==> src/rtl/alarm_sequencer_pkg.sv <==
// Shared definitions for the alarm sequencer: state encodings and counter sizing.
// State encoding doubles as the LED pattern: state[0] drives LED0, state[1] drives LED1,
// so IDLE=off/off, ARMED=LED0, RINGING=LED1, SNOOZE=both.
package alarm_sequencer_pkg;

  localparam logic [1:0] ST_IDLE    = 2'd0;
  localparam logic [1:0] ST_ARMED   = 2'd1;
  localparam logic [1:0] ST_RINGING = 2'd2;
  localparam logic [1:0] ST_SNOOZE  = 2'd3;

  // Width of the shared seconds counter; it only ever holds max-1, never less than 1 bit.
  function automatic int cnt_width(input int a, input int b);
    int m;
    int w;
    m = (a > b) ? a : b;
    w = $clog2(m);
    return (w < 1) ? 1 : w;
  endfunction

endpackage

==> src/rtl/alarm_sequencer_sec_countdown.sv <==
// Loadable seconds down-counter with tick enable and zero flag.
// Latency: load/decrement visible one cycle after the enabling edge; zero is decoded from the register.
// Backpressure: none; load has priority over tick, and the count holds at zero.
module sec_countdown #(
  parameter int WIDTH = 6
) (
  input  logic             clk,
  input  logic             rst_n,
  input  logic             load,
  input  logic [WIDTH-1:0] load_val,
  input  logic             tick,
  output logic [WIDTH-1:0] count,
  output logic             zero
);

  // Load wins over a decrement; saturate at zero so a stray tick never wraps.
  always_ff @(posedge clk or negedge rst_n) begin
    if (!rst_n) begin
      count <= '0;
    end else if (load) begin
      count <= load_val;
    end else if (tick && (count != '0)) begin
      count <= count - 1'b1;
    end
  end

  assign zero = (count == '0);

endmodule

==> src/rtl/alarm_sequencer.sv <==
// Alarm-state controller: edge-triggered HH:MM match, arm/ring/snooze/stop sequencing, buzzer gating.
// Latency: one cycle from trig/button/tick sample to registered state and outputs.
// Backpressure: none; inputs are single-cycle pulses, button beats tick. Snooze built only with ALARM_SNOOZE_EN.
module alarm_sequencer
  import alarm_sequencer_pkg::*;
#(
  parameter int RING_TIMEOUT_S = 60,
  parameter int SNOOZE_S       = 540,
  parameter int SNOOZE_MAX     = 3
) (
  input  logic       MCLK,
  input  logic       rst_n,
  input  logic       tick_1hz,
  input  logic [7:0] cur_hh,
  input  logic [7:0] cur_mm,
  input  logic [7:0] alm_hh,
  input  logic [7:0] alm_mm,
  input  logic       alarm_en,
  input  logic       snooze_btn,
  input  logic       stop_btn,
  output logic       ringing,
  output logic       buzz,
  output logic       snoozing,
  output logic [3:0] snooze_left,
  output logic [1:0] state
);

  localparam int CW = cnt_width(RING_TIMEOUT_S, SNOOZE_S);
  localparam logic [CW-1:0] RING_LD = CW'(RING_TIMEOUT_S - 1);

  logic          match, match_q, trig;
  logic [1:0]    state_nxt;
  logic          phase, phase_nxt;
  logic          cnt_ld, cnt_dec, cnt_zero;
  logic [CW-1:0] cnt_ld_val, cnt_val;

  assign match = ({cur_hh, cur_mm} == {alm_hh, alm_mm});
  assign trig  = match & ~match_q;

`ifdef ALARM_SNOOZE_EN
  localparam logic [CW-1:0] SNZ_LD = CW'(SNOOZE_S - 1);
  logic [3:0] left_q, left_nxt;
`else
  // Snooze configuration is accepted but has no hardware in this build.
  logic [4:0] unused_snooze;
  assign unused_snooze = {snooze_btn, 4'(SNOOZE_MAX)};
`endif

  // Next-state decode; priority: disable, stop, snooze, tick, trig.
  always_comb begin
    state_nxt  = state;
    phase_nxt  = phase;
    cnt_ld     = 1'b0;
    cnt_ld_val = RING_LD;
    cnt_dec    = 1'b0;
`ifdef ALARM_SNOOZE_EN
    left_nxt   = left_q;
`endif
    if (!alarm_en) begin
      state_nxt = ST_IDLE;
      phase_nxt = 1'b0;
`ifdef ALARM_SNOOZE_EN
      left_nxt  = 4'd0;
`endif
    end else begin
      case (state)
        ST_IDLE: state_nxt = ST_ARMED;
        ST_ARMED: begin
          if (trig) begin
            state_nxt = ST_RINGING;
            cnt_ld    = 1'b1;
            phase_nxt = 1'b1;
`ifdef ALARM_SNOOZE_EN
            left_nxt  = 4'(SNOOZE_MAX);
`endif
          end
        end
        ST_RINGING: begin
          if (stop_btn) begin
            state_nxt = ST_ARMED;
            phase_nxt = 1'b0;
`ifdef ALARM_SNOOZE_EN
            left_nxt  = 4'd0;
          end else if (snooze_btn && (left_q != 4'd0)) begin
            state_nxt  = ST_SNOOZE;
            cnt_ld     = 1'b1;
            cnt_ld_val = SNZ_LD;
            left_nxt   = left_q - 4'd1;
`endif
          end else if (tick_1hz) begin
            if (cnt_zero) begin
              state_nxt = ST_ARMED;
              phase_nxt = 1'b0;
`ifdef ALARM_SNOOZE_EN
              left_nxt  = 4'd0;
`endif
            end else begin
              cnt_dec   = 1'b1;
              phase_nxt = ~phase;
            end
          end
        end
        default: begin
`ifdef ALARM_SNOOZE_EN
          // SNOOZE: a repeated snooze press is a no-op, so the tick still counts.
          if (stop_btn) begin
            state_nxt = ST_ARMED;
            phase_nxt = 1'b0;
            left_nxt  = 4'd0;
          end else if (tick_1hz) begin
            if (cnt_zero) begin
              state_nxt = ST_RINGING;
              cnt_ld    = 1'b1;
              phase_nxt = 1'b1;
            end else begin
              cnt_dec = 1'b1;
            end
          end
`else
          state_nxt = ST_ARMED;
          phase_nxt = 1'b0;
`endif
        end
      endcase
    end
  end

  // State, buzzer phase and match history registers.
  always_ff @(posedge MCLK or negedge rst_n) begin
    if (!rst_n) begin
      state   <= ST_IDLE;
      phase   <= 1'b0;
      match_q <= 1'b0;
    end else begin
      state   <= state_nxt;
      phase   <= phase_nxt;
      match_q <= match;
    end
  end

`ifdef ALARM_SNOOZE_EN
  // Remaining snoozes for the current alarm event.
  always_ff @(posedge MCLK or negedge rst_n) begin
    if (!rst_n) begin
      left_q <= 4'd0;
    end else begin
      left_q <= left_nxt;
    end
  end

  assign snoozing    = (state == ST_SNOOZE);
  assign snooze_left = left_q;
`else
  assign snoozing    = 1'b0;
  assign snooze_left = 4'd0;
`endif

  sec_countdown #(.WIDTH(CW)) u_cnt (
    .clk      (MCLK),
    .rst_n    (rst_n),
    .load     (cnt_ld),
    .load_val (cnt_ld_val),
    .tick     (cnt_dec),
    .count    (cnt_val),
    .zero     (cnt_zero)
  );

  assign ringing = (state == ST_RINGING);
  assign buzz    = ringing & phase;

endmodule

==> config.mk <==
export PLATFORM = sky130hd
export DESIGN_NAME = alarm_sequencer
export DESIGN_NICKNAME = d
export VERILOG_FILES = /design/src/rtl/alarm_sequencer_pkg.sv /design/src/rtl/alarm_sequencer_sec_countdown.sv /design/src/rtl/alarm_sequencer.sv
export SDC_FILE = /design/constraint.sdc
export NUM_CORES = 1
export LEC_CHECK = 0
export ABC_AREA = 1
export BUFFER_PORTS_ARGS = -buffer_cell sky130_fd_sc_hd__buf_2
export CORE_AREA = 4 4 59 61
export DETAILED_ROUTE_END_ITERATION = 16
export DIE_AREA = 0 0 63 65
export GPL_TIMING_DRIVEN = 0
export PLACE_DENSITY = 0.76
export SLEW_MARGIN = 0
export SYNTH_ARGS = -nofsm -noshare
export SYNTH_HDL_FRONTEND = slang
export SYNTH_HIERARCHICAL = 1
export SYNTH_SLANG_ARGS = --single-unit
==> constraint.sdc <==
create_clock -name MCLK -period 1.9 [get_ports MCLK]
set_input_delay 0.19 -clock MCLK [delete_from_list [all_inputs] [get_ports MCLK]]
set_output_delay 0.19 -clock MCLK [all_outputs]
set_load 0.02 [all_outputs]
* Word-level counts from Yosys, hierarchy flattened
Index checks and enable logic that the tools add are counted.
** Operators by class
- Equal/unequal tests :: 7
- $add $sub $neg :: 1
- Reduce and logical (&&, ||, !) cells :: 7
- Bitwise operators :: 4
- Muxes and demuxes :: 22
** Operators with widths (count)
- $mux 10 :: 2
- $eq 16x16->1 :: 1
- $mux 1 :: 13
- $logic_not 10->1 :: 1
- $mux 2 :: 5
- $reduce_bool 10->1 :: 1
- $sub 10x1->10 const B :: 1
- $reduce_and 3->1 :: 2
- $ne 4x3->1 const B :: 1
- $ne 4x4->1 const B :: 1
- $pmux 2 s2 :: 1
- $ne 3x3->1 const B :: 1
- $pmux 1 s3 :: 1
- $and 1x1->1 :: 2
- $eq 2x1->1 const B :: 1
- $eq 2x2->1 const B :: 1
- $logic_not 2->1 :: 1
- $ne 2x2->1 const B :: 1
- $not 1->1 :: 2
- $reduce_bool 2->1 :: 1
- $logic_and 1x1->1 :: 1
** Word-level totals
- Flip-flop bits (word level) :: 14
- Word-level logic and storage cells :: 45
- Output and inout bits :: 9

* Logic depth before layout (Yosys ltp)
- Word-level depth :: 9
- Mapped depth :: 13

* Cells and area by module
The synthesis kept the hierarchy.
** Modules (own cells, without submodules)
- sec_countdown :: seq. area each 250.2 µm², cells an instance 118, instances 1, area an instance 758.2 µm²
- alarm_sequencer :: seq. area each 100.1 µm², cells an instance 132, instances 1, area an instance 661.9 µm²

* Worst setup path after synthesis
OpenSTA, ideal clock, no wires.
- Path kind :: reg2reg
- From :: register state[0]
- To :: register u_cnt.count[3]
- Setup time :: 0.074 ns
- Cell stages (with the launch flop) :: 12
- Path buffers :: 1
- Data required time :: 1.826 ns
- Slack :: -0.005 ns
- Data arrival time :: 1.831 ns
- Cell sequence :: dfrtp_1 > inv_1 > ha_1 > inv_1 > nor3_1 > inv_1 > nor3b_1 > nand2_2 > nand2_4 > buf_6 > nand2_1 > o21ai_2
** On the way
- Longest elaborated chain between the ends :: 5
** Ends and longest elaborated chain
- from (decl) :: line alarm_sequencer.sv:25 : output logic [1:0] state
- from (signal assigned) :: line alarm_sequencer.sv:135 : state <= state_nxt;
- $eq 2x2->1
- net ringing :: line alarm_sequencer.sv:21 : output logic ringing,
- $mux 1 :: line alarm_sequencer.sv:66 : case (state)
- $mux 1 :: line alarm_sequencer.sv:59 : if (!alarm_en) begin
- net cnt_dec :: line alarm_sequencer.sv:34 : logic cnt_ld, cnt_dec, cnt_zero;
- $logic_and 1x1->1 :: line alarm_sequencer_sec_countdown.sv:22 : end else if (tick && (count != '0)) begin
- $reduce_bool 2->1 (no source line)
- to (signal assigned) :: line alarm_sequencer_sec_countdown.sv:21 : count <= load_val;
- to (signal assigned) :: line alarm_sequencer_sec_countdown.sv:23 : count <= count - 1'b1;
- to (decl) :: line alarm_sequencer_sec_countdown.sv:12 : output logic [WIDTH-1:0] count,
The timed path passes the listed nets, and every way through them passes these cells.
A chain may end at the register's enable or synchronous reset.

* Worst setup path after layout
- From :: register u_cnt.count[0]
- To :: register u_cnt.count[3]
** On the way
- Longest elaborated chain between the ends :: 8
** Ends and longest elaborated chain
- $logic_not 10->1 :: line alarm_sequencer_sec_countdown.sv:27 : assign zero = (count == '0);
- net cnt_zero :: line alarm_sequencer.sv:34
- $mux 1 :: line alarm_sequencer.sv:91 : if (cnt_zero) begin
- $mux 1 :: line alarm_sequencer.sv:90 : end else if (tick_1hz) begin
- $mux 1 :: line alarm_sequencer.sv:79 : if (stop_btn) begin
- $mux 1 :: line alarm_sequencer.sv:66
- $mux 1 :: line alarm_sequencer.sv:59
- net cnt_dec :: line alarm_sequencer.sv:34
- $logic_and 1x1->1 :: line alarm_sequencer_sec_countdown.sv:22
- $reduce_bool 2->1 (no source line)
The timed path passes the listed nets, and every way through them passes these cells. The select of a mux whose other input is x is not followed.

==> key figures <==
Global route
  • Initial antenna violation count: 0
  • All-Layer GR Usage: 15.1%
  • GR Overflow Total: 0
  • Vias in the first global route: 1341
  • Global-route wire length before repair: 5.13 mm
  • Largest net degree at the start of global routing: 15

Logic synthesis
  • Yosys warns: 6
  • Seq/Total Area, Yosys: 24.7%
  • Cell Area, Synth: 0.00142 mm^2
  • Mapped Avg Cell Area: 5.68 um^2
  • Cell count after synthesis: 250
  • Number of synthesized register bits: 14
  • Synth top area cells: nand2_1 (25%), dfrtp_1 (25%), inv_1 (12%)
  • Largest area contributor in the netlist: nand2_1
  • Synth top area share: 24.8%
  • Synth cell types: 25

Drt
  • Total wire length: 2.95 mm
  • Drt drc: 0
  • DR vias/cell: 4.49
  • Initial DRC Count: 74
  • DR vias: 1536
  • DR WL/cell: 8.62 um
  • ANT nets after route: 0
  • Drt pass-1 iters: 4

Setup path
  • Crit path kind: reg -> reg
  • CP Max Fanout: 7
  • Worst-path cell chain: inv_1 > ha_1 > nand3_1 > nor3_4 > nor3b_2 > nand2_2 > nand2_4 > buf_8 > nand2_1 > o21ai_2
  • WP data arrival: 1.95 ns
  • Worst path top cell family by delay: simple AND/OR/NAND/NOR gates
  • Slowest cell on crit path: dfrtp_1
  • Reg2Reg Depth: 10
  • Worst Path Buf+Inv: 2
  • Startpoint Class: register
  • RR Endpoint: u_cnt/count[3]
  • Crit path capture type: register
  • Worst flop-to-flop path startpoint: u_cnt/count[0]
  • Reg2Reg Setup Slack: 0.14 ns
  • Crit-path max cell delay: 0.38 ns
  • WP data required: 2.08 ns

Floorplan
  • Die height: 65 um
  • Die area: 0.00410 mm^2
  • Die width: 63 um
  • Initial Util: 47.7%
  • CORE AREA: 0.00298 mm^2
  • # rows: 20
  • I/O pin cnt: 47

Clock tree
  • Max clock buf depth: 2
  • Sink Count: 14
  • CTS Root Cell: clkbuf_4
  • Max H-tree Level: 1
  • Clk pin slew, worst setup/hold paths: 0.09 ns
  • TritonCTS Buffers: 3
  • Post-CTS Setup Bufs: 0
  • CTS tree: yes
  • Clock latency on the worst-skew pair: 0.28 ns

Min path
  • Hold crit path type: in -> reg
  • Hold path cells: 4
  • Hold Crit Start: alarm_en
  • Hold EP: phase

STA
  • Setup tns final: 0 ns
  • Tcrit/Tclk final: 92.8%
  • Unrepaired setup endpoints after global routing: no
  • Period minus WS final: 1.76 ns
  • Final Max Tran Viols: 0
  • Final setup viols: 0
  • Fin Clk Skew: 0.00578 ns
  • Hold Fails Final Rpt: 0
  • Fmax: 0.567 GHz

Finish
  • Layout cells sized above 1: 23.6%
  • Fill cells: 293
  • Util after Layout: 60.9%
  • Most common cell after layout, fill and taps aside: nand2_1
  • Commonest cells after routing, fill and taps aside: nand2_1 (94), inv_1 (47), buf_2 (41)
  • Sequential cell area: 350 um^2
  • Final #Nets: 352
  • Synthesis-to-layout area growth: 27.7%
  • ANT cells: 0
  • Final Cell Area: 0.00181 mm^2
  • Multi-input gate area: 910 um^2

Placement
  • DP Area: 0.00171 mm^2
  • DP HPWL: 2.40 mm
  • Routability cong.: 0.876
  • Port bufs: 40

Job
  • MaxCap Viol Count: 0

Pwr
  • Power consumption: 0.668 mW
  • Pwr dens: 368 mW/mm^2
  • Peak supply drop: 0.175 mV
  • Leak: 1.09 nW

Run status
  • Status: complete, no violations
## stage by stage
stage	hold slack, ns	instances	setup WS, ns
3_5_place_dp	0.105	336	-0.115
4_1_cts	0.234	341	0.0416
2_1_floorplan	-0.106	263	0.0482
6_report	0.253	342	0.136
5_1_grt	0.282	342	0.0121
3_3_place_gp	0.105	336	-0.103
## flip-flops by register name (all words and copies together) (netlist names)
name / cells
u_cnt/count: 10
match_q: 1
phase: 1
state: 2
## where the power goes
group          leakage (nW)  internal [mW]  switching (mW)
clock                0.0210          0.117           0.100
sequential            0.162          0.302         0.00389
combinational         0.907         0.0655          0.0796
total                  1.09          0.484           0.184
## worst max path at each step
stage,from,to,slack [ns],cells after the start
after floorplan,state[0],u_cnt/count[3],0.05,11
after global placement,alm_mm[5],u_cnt/count[3],-0.10,13
after detailed placement,alm_mm[5],u_cnt/count[3],-0.12,13
after CTS,state[0],u_cnt/count[3],0.04,11
after global routing,u_cnt/count[0],u_cnt/count[4],0.01,10
final,u_cnt/count[0],u_cnt/count[3],0.14,10
## timing repair
item / 4_1_cts / 5_1_grt
pin swaps: 0 / 3
resized for setup: 2 / 8
endpoints found under the setup margin: 3 / 8
endpoints found under the hold margin: 14 / 0
gates cloned: 0 / 1
hold buffers: 1 / 0
## Yosys cell counts
| cell | number |
|---|---|
| nand2_2 | 3 |
| a21oi_1 | 1 |
| nand4_1 | 2 |
| conb_1 | 2 |
| inv_1 | 47 |
| o21a_1 | 1 |
| nand3b_1 | 3 |
| dfrtp_1 | 14 |
| nand3_2 | 1 |
| nor3b_1 | 1 |
| nand3_1 | 12 |
| nand2_4 | 1 |
| nor4_1 | 1 |
| nor2_2 | 5 |
| o21ai_2 | 6 |
| buf_4 | 5 |
| nand2_1 | 94 |
| buf_6 | 1 |
| nor2_1 | 34 |
| nor3_1 | 3 |
| ha_1 | 4 |
| clkinv_1 | 1 |
| clkbuf_1 | 1 |
| xor2_1 | 1 |
| o21ai_0 | 6 |
## cell type report
| class | instances | area share (%) |
|---|---|---|
| plain buffers | 7 | 3.17 |
| multi-input cells | 194 | 50.2 |
| inverters | 48 | 10.1 |
| repair buffers | 42 | 13.0 |
| flip-flops and latches | 14 | 19.3 |
| clock buffers | 4 | 2.00 |
| well taps | 33 | 2.28 |
## metal layers
metal / global-route usage [%] / share of wire (%) / routed length (um) / vias up
met4: 6.06 / 0.61 / 18 / 0
met3: 2.08 / 6.4 / 189 / 2
met2: 25.7 / 48 / 1420 / 44
met5: 0 / 0 / 0 / -
li1: - / - / - / 846
met1: 19.3 / 45 / 1320 / 644
## worst reg2reg max path, stage by stage, from the launching register on
cell     delay [ns]
dfrtp_1        0.38
inv_1          0.10
ha_1           0.26
nand3_1        0.18
nor3_4         0.21
nor3b_2        0.08
nand2_2        0.10
nand2_4        0.10
buf_8          0.14
nand2_1        0.07
o21ai_2        0.05
## cell families (layout without fill, tap and decap cells)
logic type / Yosys count / in the layout / share of synthesized area, %
simple gates: 160 / 160 / 47.6
buf+inv: 55 / 101 / 16.4
compound gates: 14 / 14 / 6.70
flops: 14 / 14 / 24.7
fa+ha+maj: 4 / 4 / 3.52
other cells: 2 / 15 / 0.529
xor+xnor: 1 / 1 / 0.617
Power figures use the tool's default switching activity.
